### config.mk
export PLATFORM = sky130hd
export DESIGN_NAME = muldiv_unit
export DESIGN_NICKNAME = d
export VERILOG_FILES = /design/src/rtl/muldiv_pkg.sv /design/src/rtl/muldiv_step.sv /design/src/rtl/muldiv_unit.sv
export SDC_FILE = /design/constraint.sdc
export NUM_CORES = 1
export LEC_CHECK = 0
export ABC_AREA = 1
export BUFFER_PORTS_ARGS = -buffer_cell sky130_fd_sc_hd__buf_2
export CAP_MARGIN = 20
export CELL_PAD_IN_SITES_DETAIL_PLACEMENT = 1
export CELL_PAD_IN_SITES_GLOBAL_PLACEMENT = 1
export CORE_ASPECT_RATIO = 1.25
export CORE_MARGIN = 2
export CORE_UTILIZATION = 40
export CTS_BUF_LIST = sky130_fd_sc_hd__clkbuf_16
export CTS_CLUSTER_DIAMETER = 30
export DETAILED_ROUTE_END_ITERATION = 10
export PLACE_DENSITY_LB_ADDON = 0.15
export RECOVER_POWER = 25
export SKIP_LAST_GASP = 1
export SLEW_MARGIN = 20
export SYNTH_ARGS = -nofsm -noshare
export SYNTH_HDL_FRONTEND = slang
export SYNTH_SLANG_ARGS = --single-unit
### constraint.sdc
create_clock -name Clock -period 5.7 [get_ports Clock]
set_input_delay 0.57 -clock Clock [delete_from_list [all_inputs] [get_ports Clock]]
set_output_delay 0.57 -clock Clock [all_outputs]
set_load 0.01 [all_outputs]
### src/rtl/muldiv_pkg.sv
// Shared encodings and helpers for the iterative multiply/divide unit.
package muldiv_pkg;

    localparam int MD_WIDTH = 32;

    typedef enum logic [1:0] {
        OP_MULT  = 2'b00,
        OP_MULTU = 2'b01,
        OP_DIV   = 2'b10,
        OP_DIVU  = 2'b11
    } op_e;

    typedef enum logic [1:0] {
        S_IDLE = 2'b00,
        S_CALC = 2'b01,
        S_FIX  = 2'b10
    } state_e;

    // Unsigned magnitude; the most negative value maps onto itself, which is exact as unsigned.
    function automatic logic [MD_WIDTH-1:0] abs_val(input logic [MD_WIDTH-1:0] x,
                                                    input logic              is_signed);
        return (is_signed && x[MD_WIDTH-1]) ? ((~x) + MD_WIDTH'(1)) : x;
    endfunction

    function automatic logic op_is_div(input op_e op);
        return op[1];
    endfunction

    function automatic logic op_is_signed(input op_e op);
        return ~op[0];
    endfunction

endpackage

### src/rtl/muldiv_step.sv
// One iteration of shift-add multiply or restoring divide on a {upper(WIDTH+1), lower(WIDTH)} accumulator.
module muldiv_step
    import muldiv_pkg::*;
#(
    parameter int WIDTH = MD_WIDTH
) (
    input  logic [2*WIDTH:0]  i_acc,
    input  logic [WIDTH-1:0]  i_operand,
    input  logic              i_is_div,
    output logic [2*WIDTH:0]  o_acc
);

    logic [WIDTH:0]   w_sum;
    logic [WIDTH:0]   w_trial;
    logic [2*WIDTH:0] w_shl;

    // NOTE: every always_comb output gets a value on every path, otherwise a latch is inferred.
    always_comb begin
        w_sum   = i_acc[0] ? (i_acc[2*WIDTH:WIDTH] + {1'b0, i_operand}) : i_acc[2*WIDTH:WIDTH];
        w_shl   = {i_acc[2*WIDTH-1:0], 1'b0};
        w_trial = w_shl[2*WIDTH:WIDTH] - {1'b0, i_operand};
        o_acc   = w_shl;
        if (i_is_div) begin
            // Non-negative trial difference means the divisor fits: keep it and set the quotient bit.
            if (!w_trial[WIDTH]) begin
                o_acc = {w_trial, w_shl[WIDTH-1:1], 1'b1};
            end
        end else begin
            o_acc = {1'b0, w_sum, i_acc[WIDTH-1:1]};
        end
    end

endmodule

### src/rtl/muldiv_unit.sv
// Multi-cycle MULT/MULTU/DIV/DIVU unit with HI/LO registers and MTHI/MTLO write access.
module muldiv_unit
    import muldiv_pkg::*;
#(
    parameter int WIDTH = MD_WIDTH
) (
    input  logic             Clock,
    input  logic             Reset,
    input  logic             Start,
    input  logic [1:0]       Op,
    input  logic [WIDTH-1:0] OperandA,
    input  logic [WIDTH-1:0] OperandB,
    input  logic             WriteHi,
    input  logic             WriteLo,
    input  logic [WIDTH-1:0] WriteData,
    output logic             Busy,
    output logic             Done,
    output logic             DivByZero,
    output logic [WIDTH-1:0] Hi,
    output logic [WIDTH-1:0] Lo
);

    localparam int CNT_W = $clog2(WIDTH);
    localparam logic [CNT_W-1:0] LAST_ITER = CNT_W'(WIDTH - 1);

    state_e           r_state;
    logic [CNT_W-1:0] r_count;
    logic             r_is_div;
    logic             r_neg_q;
    logic             r_neg_r;
    logic             r_div_zero;
    logic [2*WIDTH:0] r_acc;
    logic [WIDTH-1:0] r_operand;
    logic             r_busy;
    logic             r_done;
    logic             r_dbz;
    logic [WIDTH-1:0] r_hi;
    logic [WIDTH-1:0] r_lo;

    op_e              w_op;
    logic             w_is_div;
    logic             w_is_signed;
    logic             w_sign_a;
    logic             w_sign_b;
    logic [WIDTH-1:0] w_mag_a;
    logic [WIDTH-1:0] w_mag_b;
    logic [2*WIDTH:0] w_next_acc;
    logic [2*WIDTH-1:0] w_prod;
    logic [WIDTH-1:0] w_quo;
    logic [WIDTH-1:0] w_rem;
    logic [WIDTH-1:0] w_res_hi;
    logic [WIDTH-1:0] w_res_lo;

    always_comb begin
        w_op        = op_e'(Op);
        w_is_div    = op_is_div(w_op);
        w_is_signed = op_is_signed(w_op);
        w_sign_a    = w_is_signed & OperandA[WIDTH-1];
        w_sign_b    = w_is_signed & OperandB[WIDTH-1];
        w_mag_a     = abs_val(OperandA, w_is_signed);
        w_mag_b     = abs_val(OperandB, w_is_signed);

        w_prod = r_neg_q ? -r_acc[2*WIDTH-1:0] : r_acc[2*WIDTH-1:0];
        w_quo  = r_neg_q ? -r_acc[WIDTH-1:0] : r_acc[WIDTH-1:0];
        w_rem  = r_neg_r ? -r_acc[2*WIDTH-1:WIDTH] : r_acc[2*WIDTH-1:WIDTH];
        // A zero divisor leaves |dividend| in the remainder, so the sign rule already restores OperandA.
        if (r_div_zero) begin
            w_quo = '1;
        end
        w_res_hi = r_is_div ? w_rem : w_prod[2*WIDTH-1:WIDTH];
        w_res_lo = r_is_div ? w_quo : w_prod[WIDTH-1:0];
    end

    muldiv_step #(.WIDTH(WIDTH)) u_step (
        .i_acc     (r_acc),
        .i_operand (r_operand),
        .i_is_div  (r_is_div),
        .o_acc     (w_next_acc)
    );

    // NOTE: sequential state uses non-blocking assignments so every register samples pre-edge values.
    always_ff @(posedge Clock or posedge Reset) begin
        if (Reset) begin
            r_state    <= S_IDLE;
            r_count    <= '0;
            r_is_div   <= 1'b0;
            r_neg_q    <= 1'b0;
            r_neg_r    <= 1'b0;
            r_div_zero <= 1'b0;
            r_acc      <= '0;
            r_operand  <= '0;
            r_busy     <= 1'b0;
            r_done     <= 1'b0;
            r_dbz      <= 1'b0;
            r_hi       <= '0;
            r_lo       <= '0;
        end else begin
            r_done <= 1'b0;
            r_dbz  <= 1'b0;
            case (r_state)
                S_IDLE: begin
                    if (WriteHi) r_hi <= WriteData;
                    if (WriteLo) r_lo <= WriteData;
                    if (Start) begin
                        r_is_div   <= w_is_div;
                        r_neg_q    <= w_sign_a ^ w_sign_b;
                        r_neg_r    <= w_sign_a;
                        r_div_zero <= w_is_div && (OperandB == '0);
                        // Multiply keeps the multiplier in the low half; divide keeps the dividend there.
                        r_acc      <= {{(WIDTH+1){1'b0}}, (w_is_div ? w_mag_a : w_mag_b)};
                        r_operand  <= w_is_div ? w_mag_b : w_mag_a;
                        r_count    <= '0;
                        r_busy     <= 1'b1;
                        r_state    <= S_CALC;
                    end
                end
                S_CALC: begin
                    r_acc   <= w_next_acc;
                    r_count <= r_count + CNT_W'(1);
                    if (r_count == LAST_ITER) begin
                        r_state <= S_FIX;
                    end
                end
                S_FIX: begin
                    r_hi    <= w_res_hi;
                    r_lo    <= w_res_lo;
                    r_busy  <= 1'b0;
                    r_done  <= 1'b1;
                    r_dbz   <= r_div_zero;
                    r_state <= S_IDLE;
                end
                default: begin
                    r_busy  <= 1'b0;
                    r_state <= S_IDLE;
                end
            endcase
        end
    end

    assign Busy      = r_busy;
    assign Done      = r_done;
    assign DivByZero = r_dbz;
    assign Hi        = r_hi;
    assign Lo        = r_lo;

endmodule
==> summary.md, run 1 <==
| Metric | Value |
|---|---|
| Core area | 0.0442 sq mm |
| Mapped Nets | 3207 |
| Ys flop type | dfrtp_1 |
| Worst-margin pin slew | 1.36 ns |
| Port Buffers | 169 |
| Static leakage | 0.00992 uW |
| Cell mode on critical path | nand2_1 |
| Endpoints failing setup | 0 |
| Cells along the critical path | inv_1 > ha_1 > fa_1 > inv_1 > nand3_1 > nand3_1 > nand2_1 > nand2_1 > nand2_1 > nand2_1 > nand2_1 > nand2_1 > nand2_1 > a21oi_1 > or2_2 > ha_1 > clkinv_1 > buf_4 > o21ai_0 > a21oi_1 > o32ai_1 |
| Cells after Synth | 3031 |
| Final WL | 86.2 mm |
| Worst Skew | 0.0181 ns |
| Crit. End Element | flop |
| Fillers | 6271 |
| Post-Synth Adder-Cell Area | 0.0517 |
| Footprint of the multi-input gates | 0.0117 sq mm |
| Pin count of the biggest net entering global routing | 164 |
| I/O pin cnt | 170 |
| Yosys reg bits | 175 |
| Top cell type by total area after synthesis | dfrtp_1 |
| Routed len/inst | 23.2 microns |
| Crit share post-route | 0.719 |
| Max-slew violation count | 0 |
| CP Launch Type | flop |
| Area delta synth->final | 10.5% |
| Commonest non-fill, non-tap cell in the layout | nand2_1 |
| Status | completed |
| Die Ht | 241 microns |
| Reg clk slew, reported paths | 0.08 ns |
| Hpwl dp | 70.3 mm |
| Number of remaining DRC errors | 0 |
| Setup tns final | 0 ns |
| FF/Latch Area | 0.00438 sq mm |
| Most frequent cells in the layout | 880 x nand2_1, 376 x inv_1, 329 x nor2_1 |
| Fraction of layout cells with a size suffix above 1 | 0.0737 |
| ANT cells | 0 |
| Clock Path Buffers | 2 |
| GRT Overall Usage | 0.364 |
| CTS tree | done |
| Main combinational cell family by area after synthesis | simple AND/OR/NAND/NOR gates |
| Via Count | 21400 |
| Post-DRT Antenna Nets | 0 |
| Initial antenna violation count | 0 |
| Max-cap violation count | 0 |
| Avg Inst Size Synth | 5.92 sq um |
| EDFF count, synth | 0 |
| Via-to-Cell Ratio | 5.74 |
| Tmin final | 4.10 ns |
| Vias in the first global route | 21700 |
| Number of gates resized after CTS | 0 |
| Register area share after synthesis | 0.244 |
| Initial core utilization | 0.406 |
| Worst skew pair latency | 0.48 ns |
| CP required | 6.08 ns |
| PD cells | 694 mW/mm^2 |
| CTS H-Tree Depth | 4 |
| DRT iter0 DRCs | 1309 |
| CTS Buf Count | 17 |
| CP Class | reg -> reg |
| Post-Syn Area | 0.0179 sq mm |
| XOR/XNOR share of the synthesized area | 0.0293 |
| Min-Delay Path Class | in -> reg |
| Asr flop ratio synth | 1.00 |
| Yosys warnings | 0 |
| RSZ-0062 raised after global routing | false |
| CP peak stage delay | 0.67 ns |
| Post-placement setup slack | 1.64 ns |
| Slew margin rel. | 0.0931 |
| Root Buffer | clkbuf_16 |
| Cell variety after synth | 58 |
| Final nets | 3313 |
| Routability cong. | 0.983 |
| Die width | 193 microns |
| Grt ovf | 0 |
| Multiplexer share of the synthesized area | 0 |
| Share of the synthesized area in the top cell type | 0.244 |
| Worst setup margin | 1.60 ns |
| Fin. Hold Viols | 0 |
| Synth Area in Compound Gates | 0.185 |
| Peak VDD IR | 764 uV |
| WP data arrival | 4.48 ns |
| Post-synthesis simple-gate area fraction | 0.384 |
| Crit Path Max Fanout | 35 |
| Num rows | 86 |
| 1st-pass router iterations | 5 |
| Top cells by area, synth | dfrtp_1 24%, nand2_1 18%, nand3_1 8.3%, a21oi_1 8.1%, inv_1 7.9% |
| Max Freq | 244 MHz |
| CP max-delay cell | ha_1 |
| Die area | 0.0466 sq mm |
| CTS sink count | 175 |
| First-pass GRT wire length | 129 mm |
## report_power, final
| group | internal (uW) | leakage [uW] | switching (uW) |
|---|---|---|---|
| sequential | 1860 | 0.00205 | 879 |
| clock | 597 | 0.000294 | 654 |
| combinational | 3050 | 0.00758 | 6720 |
| total | 5510 | 0.00992 | 8260 |
## layer usage
| layer | track usage | up-vias | part of all wire |
|---|---|---|---|
| li1 | - | 10100 | - |
| met1 | 0.408 | 10400 | 0.39 |
| met2 | 0.643 | 679 | 0.49 |
| met3 | 0.0405 | 227 | 0.039 |
| met4 | 0.269 | 0 | 0.081 |
| met5 | 0 | - | 0 |
## final timing paths
path,from,end,slack [ns],cells past startpoint
max,r_acc[31]$_DFFE_PP0P_,r_acc[32]$_DFFE_PP0P_,1.60,21
min,OperandA[31],r_operand[31]$_DFFE_PP0P_,0.39,3
max reg2reg,r_acc[31]$_DFFE_PP0P_,r_acc[32]$_DFFE_PP0P_,1.60,21
min reg2reg,Lo[24]$_DFFE_PP0P_,Lo[24]$_DFFE_PP0P_,0.49,2
max in group asynchronous,Reset,r_is_div$_DFFE_PP0P_,3.60,4
min in group asynchronous,Reset,Hi[21]$_DFFE_PP0P_,0.66,3
## flip-flops by register name, indices dropped and copies added, names as in the netlist
name	flops
r_count	5
Lo	32
Hi	32
Busy	1
r_state	2
Done	1
r_neg_q	1
DivByZero	1
r_operand	32
r_div_zero	1
r_neg_r	1
r_is_div	1
r_acc	65
## critical path: cells and delay by family, from the launching register on
family                   cells  cell delay (ns)
adder cells (fa/ha/maj)      3             1.12
buffers and inverters        4             0.64
AND/OR/NAND/NOR             10             1.14
AO/OA/AOI/OAI                4             0.63
flip-flops                   1             0.42
## per-stage QoR
| stage | power (uW) | hold WS [ns] | instance area, sq um | cells | util |
|---|---|---|---|---|---|
| detailed placement | 12400 | 0.470 | 19300 | 3689 | 0.437 |
| global route | 14900 | 0.418 | 19800 | 3722 | 0.448 |
| CTS | 13700 | 0.376 | 19900 | 3722 | 0.451 |
| floorplan | 8930 | 0.452 | 17900 | 3031 | - |
| global placement | 12100 | 0.463 | 19300 | 3689 | 0.437 |
| finish | 13800 | 0.392 | 19800 | 3722 | 0.448 |
## area by class of cell
type	instances	area share
repair buffers	196	0.0492
well taps	572	0.0361
inverters	390	0.0739
clock buffers	17	0.0215
multi-input cells	2357	0.589
clock inverters	15	0.00921
flip-flops and latches	175	0.221
## synth_stat cells, types with 12 or more instances
cell and number:
ha_1 71, nand3_1 297, inv_1 376, o21bai_1 12
buf_2 20, dfrtp_1 175, nor3_1 20, nor2_1 331
xnor2_1 12, nand3b_1 13, a21oi_1 292, xor2_1 48
o21ai_0 185, nand4_1 26, o211ai_1 38, nand2_1 880
buf_1 17, clkbuf_1 70
## logic make-up after synthesis
| kind of cell | count (synthesis) |
|---|---|
| AOI/OAI and AO/OA | 600 |
| xor gates and xnor gates | 60 |
| adders and majority gates | 73 |
| buffers and inverters | 499 |
| DFF | 175 |
| and+or+nand+nor | 1624 |
## timing repair
item,4_1_cts,5_1_grt
hold buffers,1,0
setup buffers,0,0
hold endpoints to repair,12,0
No activity file was read; power rests on OpenSTA's default activity.
==> run 2: changes to the inputs <==
--- a/config.mk
+++ b/config.mk
@@ -12,7 +12,7 @@
 export CELL_PAD_IN_SITES_GLOBAL_PLACEMENT = 1
 export CORE_ASPECT_RATIO = 1.25
 export CORE_MARGIN = 2
-export CORE_UTILIZATION = 40
+export CORE_UTILIZATION = 38
 export CTS_BUF_LIST = sky130_fd_sc_hd__clkbuf_16
 export CTS_CLUSTER_DIAMETER = 30
 export DETAILED_ROUTE_END_ITERATION = 10
==> constraint.sdc (replaced) <==
create_clock -name Clock -period 3.4 [get_ports Clock]
set_input_delay 0.34 -clock Clock [delete_from_list [all_inputs] [get_ports Clock]]
set_output_delay 0.34 -clock Clock [all_outputs]
set_load 0.01 [all_outputs]
==> summary.md, run 2 (synthesis gave the netlist of run 1 again) <==
| Metric | Value |
|---|---|
| Core area | 0.0469 sq mm (+6.0%) |
| Max Freq | 317 MHz (+30%) |
| Met3 WL | 3.96 mm (+19%) |
| Most frequent cells in the layout | 878 x nand2_1, 373 x inv_1, 327 x nor2_1 |
| CTS sink count | 175 (unchanged) |
| Fin. Hold Viols | 0 (unchanged) |
| Grt ovf | 0 (unchanged) |
| Die area | 0.0490 sq mm (+5.2%) |
| Num rows | 89 (+3.5%) |
| Tmin final | 3.16 ns (-0.942 ns) |
| Crit Path Max Fanout | 5 (-86%) |
| Met2 wire length | 44.6 mm (+5.9%) |
| Worst reg2reg setup slack | 0.24 ns (-1.36 ns) |
| FF-to-FF End | r_acc[45]$_DFFE_PP0P_ |
| Min-Delay Path Class | in -> reg |
| Final WL | 91.6 mm (+6.2%) |
| Die width | 198 microns (+2.5%) |
| Number of remaining DRC errors | 0 (unchanged) |
| Crit share post-route | 0.928 (+0.209) |
| Max-cap violation count | 4 (+4) |
| Most flops, register | r_acc |
| Post-DRT Antenna Nets | 0 (unchanged) |
| Pin count of the biggest net entering global routing | 60 (-63%) |
| PD cells | 1180 mW/mm^2 (+71%) |
| Crit. End Element | flop |
| Worst-margin pin slew | 2.00 ns (+0.640 ns) |
| CP required | 3.78 ns (-2.30 ns) |
| Worst setup margin | 0.244 ns (-1.36 ns) |
| Final total power | 24500 uW (+78%) |
| 1st-pass router iterations | 5 (unchanged) |
| GRT Overall Usage | 0.373 (+0.00884) |
| Max layer used | met4 |
| Hold_buf cts | 0 (-1) |
| Routability cong. | 1.02 (+3.3%) |
| Initial antenna violation count | 0 (unchanged) |
| Reg2reg path depth | 19 (-9.5%) |
| Clock Path Buffers | 2 (unchanged) |
| Port Buffers | 169 (unchanged) |
| Worst skew pair latency | 0.49 ns (about the same) |
| Commonest non-fill, non-tap cell in the layout | nand2_1 |
| WP data arrival | 3.53 ns (-0.95 ns) |
| CP Class | reg -> reg |
| Via-to-Cell Ratio | 5.61 (-2.3%) |
| Die Ht | 247 microns (+2.6%) |
| CTS tree | done |
| Fraction of layout cells with a size suffix above 1 | 0.124 (+0.0504) |
| Hpwl dp | 75.2 mm (+7.0%) |
| Endpoints failing setup | 0 (unchanged) |
| Final Non-Filler Cells | 3870 (+4.0%) |
| Reg clk slew, reported paths | 0.08 ns (about the same) |
| Placed Area | 0.0200 sq mm (+3.8%) |
| Post-layout util | 0.442 (-0.00683) |
| Max reg flops | 65 (unchanged) |
| Routed len/inst | 23.7 microns (+2.1%) |
| CTS Buf Count | 17 (unchanged) |
| Vias in the first global route | 22000 (+1.1%) |
| RR Startpoint | r_operand[14]$_DFFE_PP0P_ |
| Failing checks | capacitance limit, slew limit |
| Final nets | 3396 (+2.5%) |
| DRT iter0 DRCs | 1304 (-0.38%) |
| Post-placement setup slack | 0.0904 ns (-1.55 ns) |
| Area delta synth->final | 15.4% |
| Max-slew violation count | 182 (+182) |
| CP Launch Type | flop |
| Via Count | 21700 (+1.6%) |
| Worst Setup SP | r_operand[14]$_DFFE_PP0P_ |
| Slew margin rel. | -0.330 (-0.423) |
| Peak VDD IR | 623 uV (-19%) |
| Status | finished, violations left |
| Worst Skew | 0.0147 ns (-0.00337 ns) |
| Static leakage | 0.0105 uW (+5.7%) |
| Initial core utilization | 0.383 (-0.0230) |
| ANT cells | 0 (unchanged) |
| Cell area after layout | 0.0207 sq mm (+4.4%) |
| Root Buffer | clkbuf_16 |
| DRT met1 WL | 35.1 mm (+3.9%) |
| CTS H-Tree Depth | 4 (unchanged) |
| Crit path capture | r_acc[45]$_DFFE_PP0P_ |
| First-pass GRT wire length | 135 mm (+4.4%) |
| Placed Cells | 3835 (+4.0%) |
| I/O pin cnt | 170 (unchanged) |
[run 2: critical path, stage by stage, from the launching register on]
cell,delay [ns]
dfrtp_1,0.40
inv_1,0.09
ha_1,0.39
nand2_1,0.10
nor2_1,0.30
nand2_1,0.12
nor2_1,0.17
nand2_1,0.09
nand2_1,0.07
nand2_1,0.06
a21oi_1,0.12
or2_2,0.14
ha_4,0.21
nor2_1,0.14
inv_1,0.14
o21ai_0,0.17
o21bai_1,0.15
inv_1,0.06
nand2_1,0.07
nand2_1,0.06
[run 2: through the flow]
stage,hold slack (ns),setup TNS [ns]
detailed placement,0.472,0
global placement,0.463,0
finish,0.170,0
floorplan,0.452,0
CTS,0.0325,0
global route,0.191,-0.00943
[run 2: power by group]
| group | switching [uW] | internal (uW) |
|---|---|---|
| registers | 901 | 3130 |
| logic | 12300 | 6030 |
| clock network | 1070 | 1120 |
| total | 14200 | 10300 |
[run 2: final cells by class]
| class | instances | area [sq um] |
|---|---|---|
| inverters | 390 | 1470 |
| multi-input cells | 2357 | 11800 |
| flip-flops and latches | 175 | 4380 |
| clock inverters | 15 | 195 |
| fillers | 6541 | 26200 |
| clock buffers | 17 | 425 |
| well taps | 637 | 797 |
| repair buffers | 279 | 1680 |
[run 2: how the worst min path moves through the flow]
stage | from | to | slack [ns] | cells after the start
2_1_floorplan | r_count[3]$_DFFE_PP0P_ | r_count[3]$_DFFE_PP0P_ | 0.45 | 1
3_3_place_gp | Busy$_DFFE_PP0P_ | Busy$_DFFE_PP0P_ | 0.46 | 2
3_5_place_dp | Lo[23]$_DFFE_PP0P_ | Lo[23]$_DFFE_PP0P_ | 0.47 | 2
4_1_cts | Reset | Hi[26]$_DFFE_PP0P_ | 0.03 | 2
5_1_grt | WriteData[1] | Lo[1]$_DFFE_PP0P_ | 0.19 | 3
6_report | WriteData[1] | Lo[1]$_DFFE_PP0P_ | 0.17 | 3
[run 2: what timing repair did]
action / CTS / global route
setup buffers: 0 / 3
endpoints found under the setup margin: 0 / 32
endpoints found under the hold margin: 0 / 0
gates resized for setup: 0 / 19
[run 2: metal layers]
metal	vias to the layer above	global-route usage
li1	10300	-
met3	226	0.0518
met1	10600	0.409
met4	0	0.284
met2	662	0.651
met5	-	0
==> run 3: changes to the inputs <==
--- a/config.mk
+++ b/config.mk
@@ -12,7 +12,7 @@
 export CELL_PAD_IN_SITES_GLOBAL_PLACEMENT = 1
 export CORE_ASPECT_RATIO = 1.25
 export CORE_MARGIN = 2
-export CORE_UTILIZATION = 38
+export CORE_UTILIZATION = 40
 export CTS_BUF_LIST = sky130_fd_sc_hd__clkbuf_16
 export CTS_CLUSTER_DIAMETER = 30
 export DETAILED_ROUTE_END_ITERATION = 10
@@ -22,4 +22,5 @@
 export SLEW_MARGIN = 20
 export SYNTH_ARGS = -nofsm -noshare
 export SYNTH_HDL_FRONTEND = slang
+export SYNTH_HIERARCHICAL = 1
 export SYNTH_SLANG_ARGS = --single-unit
==> constraint.sdc (replaced) <==
create_clock -name Clock -period 3.58 [get_ports Clock]
set_input_delay 0.358 -clock Clock [delete_from_list [all_inputs] [get_ports Clock]]
set_output_delay 0.358 -clock Clock [all_outputs]
set_load 0.01 [all_outputs]
==> summary.md, run 3 <==
| Metric | Value |
|---|---|
| PD cells | 1200 mW/mm^2 (+1.0%) |
| Post-placement setup slack | 0.185 ns (+0.0949 ns) |
| Internal Power | 10000 uW (-2.2%) |
| Hold_buf cts | 0 (unchanged) |
| Post-Syn Area | 0.0189 sq mm (+5.5%) |
| Initial core utilization | 0.403 (+0.0201) |
| Crit share post-route | 0.935 (+0.00625) |
| Mapped Nets | 3525 (+9.9%) |
| Die Ht | 247 microns (+0.12%) |
| Top cell type by total area after synthesis | dfrtp_1 |
| Setup tns final | 0 ns (unchanged) |
| Crit Path Max Fanout | 21 (+16) |
| Most flops, register | r_acc |
| CTS tree | done |
| Post-DRT Antenna Nets | 0 (unchanged) |
| Core area | 0.0470 sq mm (+0.24%) |
| First-pass GRT wire length | 139 mm (+2.9%) |
| Worst path top cell family by delay | adder cells |
| CP required | 3.91 ns (+0.13 ns) |
| Cell variety after synth | 54 (-6.9%) |
| Via-to-Cell Ratio | 5.53 (-1.4%) |
| Routed len/inst | 22.3 microns (-5.7%) |
| EDFF count, synth | 0 (unchanged) |
| Vias in the first global route | 22900 (+4.1%) |
| Most frequent cell after synthesis | nand2_1 |
| Share of the synthesized area in the top cell type | 0.231 (-0.0127) |
| Grt ovf | 0 (unchanged) |
| WP depth | 19 (unchanged) |
| Via Count | 23000 (+5.8%) |
| Reg2reg path depth | 19 (unchanged) |
| Status | finished, violations left |
| Worst Skew | 0.0233 ns (+0.00861 ns) |
| Setup bufs post-CTS | 0 (unchanged) |
| Top cells by area, synth | dfrtp_1 23%, nand2_1 22%, inv_1 9.7%, nor2_1 8.4%, nand3_1 7.2% |
| Fraction of layout cells with a size suffix above 1 | 0.109 (-0.0151) |
| Hpwl dp | 76.0 mm (+1.1%) |
| FF-to-FF End | r_acc[50]$_DFFE_PP0P_ |
| Failing checks | capacitance limit, slew limit |
| Slew margin rel. | -0.239 (+0.0915) |
| Commonest cells in the netlist | 1110 x nand2_1, 487 x inv_1, 423 x nor2_1, 271 x nand3_1, 212 x o21ai_0 |
| Number of remaining DRC errors | 0 (unchanged) |
| Reg clk slew, reported paths | 0.08 ns (about the same) |
| CTS Buf Count | 17 (unchanged) |
| Worst-margin pin slew | 1.86 ns (-0.137 ns) |
| Tmin final | 3.35 ns (+0.189 ns) |
| DRT iter0 DRCs | 1637 (+26%) |
| CP peak stage delay | 0.43 ns (+0.03 ns) |
| Routability cong. | 0.999 (-1.6%) |
| CTS sink count | 175 (unchanged) |
| RR Startpoint | r_operand[0]$_DFFE_PP0P_ |
| Final total power | 25500 uW (+4.1%) |
| Max Freq | 299 MHz (-5.7%) |
| Fin. Hold Viols | 0 (unchanged) |
| Die area | 0.0491 sq mm (+0.23%) |
| Yosys warnings | 6 (+6) |
| Worst reg2reg setup slack | 0.23 ns (about the same) |
| GRT Overall Usage | 0.378 (+0.00517) |
| Peak VDD IR | 666 uV (+6.9%) |
| 1st-pass router iterations | 7 (+2) |
| WP data arrival | 3.67 ns (+0.14 ns) |
| Switch share | 0.606 (+0.0256) |
| Clock Path Buffers | 2 (unchanged) |
| Avg Inst Size Synth | 5.65 sq um (-4.5%) |
| Worst Path Buf+Inv | 3 (unchanged) |
| Crit. End Element | flop |
| Seq pwr share | 0.162 (-0.002) |
| CP max-delay cell | dfrtp_1 |
| CTS H-Tree Depth | 4 (unchanged) |
| Die width | 199 microns (+0.12%) |
| ANT cells | 0 (unchanged) |
| Yosys reg bits | 175 (unchanged) |
| Area delta synth->final | 12.7% |
| Comb pwr share | 0.758 (+0.012) |
| Cell mode on critical path | nand2_1 |
| RSZ-0062 raised after global routing | false |
| Min-Delay Path Class | in -> reg |
| Placed Area | 0.0207 sq mm (+3.4%) |
| Max-slew violation count | 163 (-10%) |
| Initial antenna violation count | 3 (+3) |
| Register area share after synthesis | 0.231 (-0.0127) |
| Number of gates resized after CTS | 0 (unchanged) |
| Final WL | 92.7 mm (+1.2%) |
| Root Buffer | clkbuf_16 |
| Ys flop type | dfrtp_1 |
| Crit path capture | r_acc[50]$_DFFE_PP0P_ |
| CP Launch Type | flop |
| Worst setup margin | 0.234 ns (-0.00949 ns) |
| Max reg flops | 65 (unchanged) |
| Num rows | 89 (unchanged) |
| Cells along the critical path | ha_1 > fa_2 > inv_2 > nand3_1 > nand3_1 > nand3_1 > nand3_2 > nand2_1 > nand2_1 > nand2_1 > nand3_1 > ha_1 > inv_1 > buf_12 > a21oi_1 > o21ai_1 > nand2_1 > nand2_1 > o21ai_0 |
| Cell area after layout | 0.0213 sq mm (+3.0%) |
| Clock network power share | 0.081 (-0.009) |
| Commonest non-fill, non-tap cell in the layout | nand2_1 |
| Endpoints failing setup | 0 (unchanged) |
| Fillers | 6786 (+3.7%) |
| Worst skew pair latency | 0.49 ns (about the same) |
| Worst Setup SP | r_operand[0]$_DFFE_PP0P_ |
| I/O pin cnt | 170 (unchanged) |
| Psw | 15500 uW (+8.7%) |
| Most frequent cells in the layout | 1109 x nand2_1, 484 x inv_1, 419 x nor2_1 |
| Post-layout util | 0.454 (+0.0123) |
| Max-cap violation count | 3 (-1) |
| Final nets | 3679 (+8.3%) |
| Pin count of the biggest net entering global routing | 63 (+5.0%) |
| Static leakage | 0.0114 uW (+8.5%) |
| Port Buffers | 169 (unchanged) |
| Asr flop ratio synth | 1.00 (unchanged) |
| CP Class | reg -> reg |
| Cells after Synth | 3349 (+10%) |
[run 3: how the worst min path moves through the flow]
stage | from | to | slack (ns) | cells after the start
6_report | WriteData[16] | Hi[16]$_DFFE_PP0P_ | 0.16 | 3
5_1_grt | WriteData[0] | Lo[0]$_DFFE_PP0P_ | 0.16 | 3
4_1_cts | Reset | Hi[30]$_DFFE_PP0P_ | 0.06 | 2
3_5_place_dp | r_count[3]$_DFFE_PP0P_ | r_count[3]$_DFFE_PP0P_ | 0.48 | 1
3_3_place_gp | r_count[3]$_DFFE_PP0P_ | r_count[3]$_DFFE_PP0P_ | 0.46 | 1
2_1_floorplan | r_count[3]$_DFFE_PP0P_ | r_count[3]$_DFFE_PP0P_ | 0.45 | 1
[run 3: cell type report]
class                           count  area [sq um]  area share
Inverter                          501          1880      0.0882
Sequential cell                   175          4380       0.205
Clock buffer                       17           425      0.0199
Multi-Input combinational cell   2563         12200       0.573
Tap cell                          637           797      0.0374
Timing Repair Buffer              245          1420      0.0665
Clock inverter                     15           206     0.00968
[run 3: through the flow]
stage               std cells  hold slack, ns
global placement         4121           0.462
CTS                      4153          0.0600
global route             4153           0.163
detailed placement       4121           0.476
floorplan                3349           0.445
finish                   4153           0.156
[run 3: worst reg2reg max path: stages, from the launching register on]
cell,delay [ns]
dfrtp_1,0.43
ha_1,0.27
fa_2,0.40
inv_2,0.11
nand3_1,0.07
nand3_1,0.15
nand3_1,0.13
nand3_2,0.13
nand2_1,0.08
nand2_1,0.08
nand2_1,0.06
nand3_1,0.09
ha_1,0.26
inv_1,0.30
buf_12,0.21
a21oi_1,0.09
o21ai_1,0.11
nand2_1,0.07
nand2_1,0.06
o21ai_0,0.09
[run 3: kinds of logic (layout without fill, tap and decap cells)]
group,after synthesis,count (layout),share of synthesized area
AO/OA/AOI/OAI,503,503,0.144
XOR/XNOR,67,67,0.0310
adder cells (fa/ha/maj),73,73,0.0490
buffers and inverters,611,778,0.125
flip-flops,175,175,0.231
multiplexers,1,1,0.000529
AND/OR/NAND/NOR,1919,1919,0.419
[run 3: power by group through the flow]
| stage | logic, uW | registers (uW) | clock network, uW |
|---|---|---|---|
| after detailed placement | 18700 | 4120 | 0 |
| final | 19300 | 4120 | 2060 |
| after global placement | 18200 | 4070 | 0 |
| after CTS | 18900 | 4090 | 2080 |
| after floorplan | 11900 | 4040 | 0 |
| after global routing | 21200 | 4230 | 2150 |
[run 3: routing by layer]
layer  up-vias  GRT usage  wire (microns)
met5         -          0               8
met4         2      0.189            5070
met3       187     0.0561            6070
met2       817      0.606           41800
met1     11200      0.494           39700
li1      10800          -               -
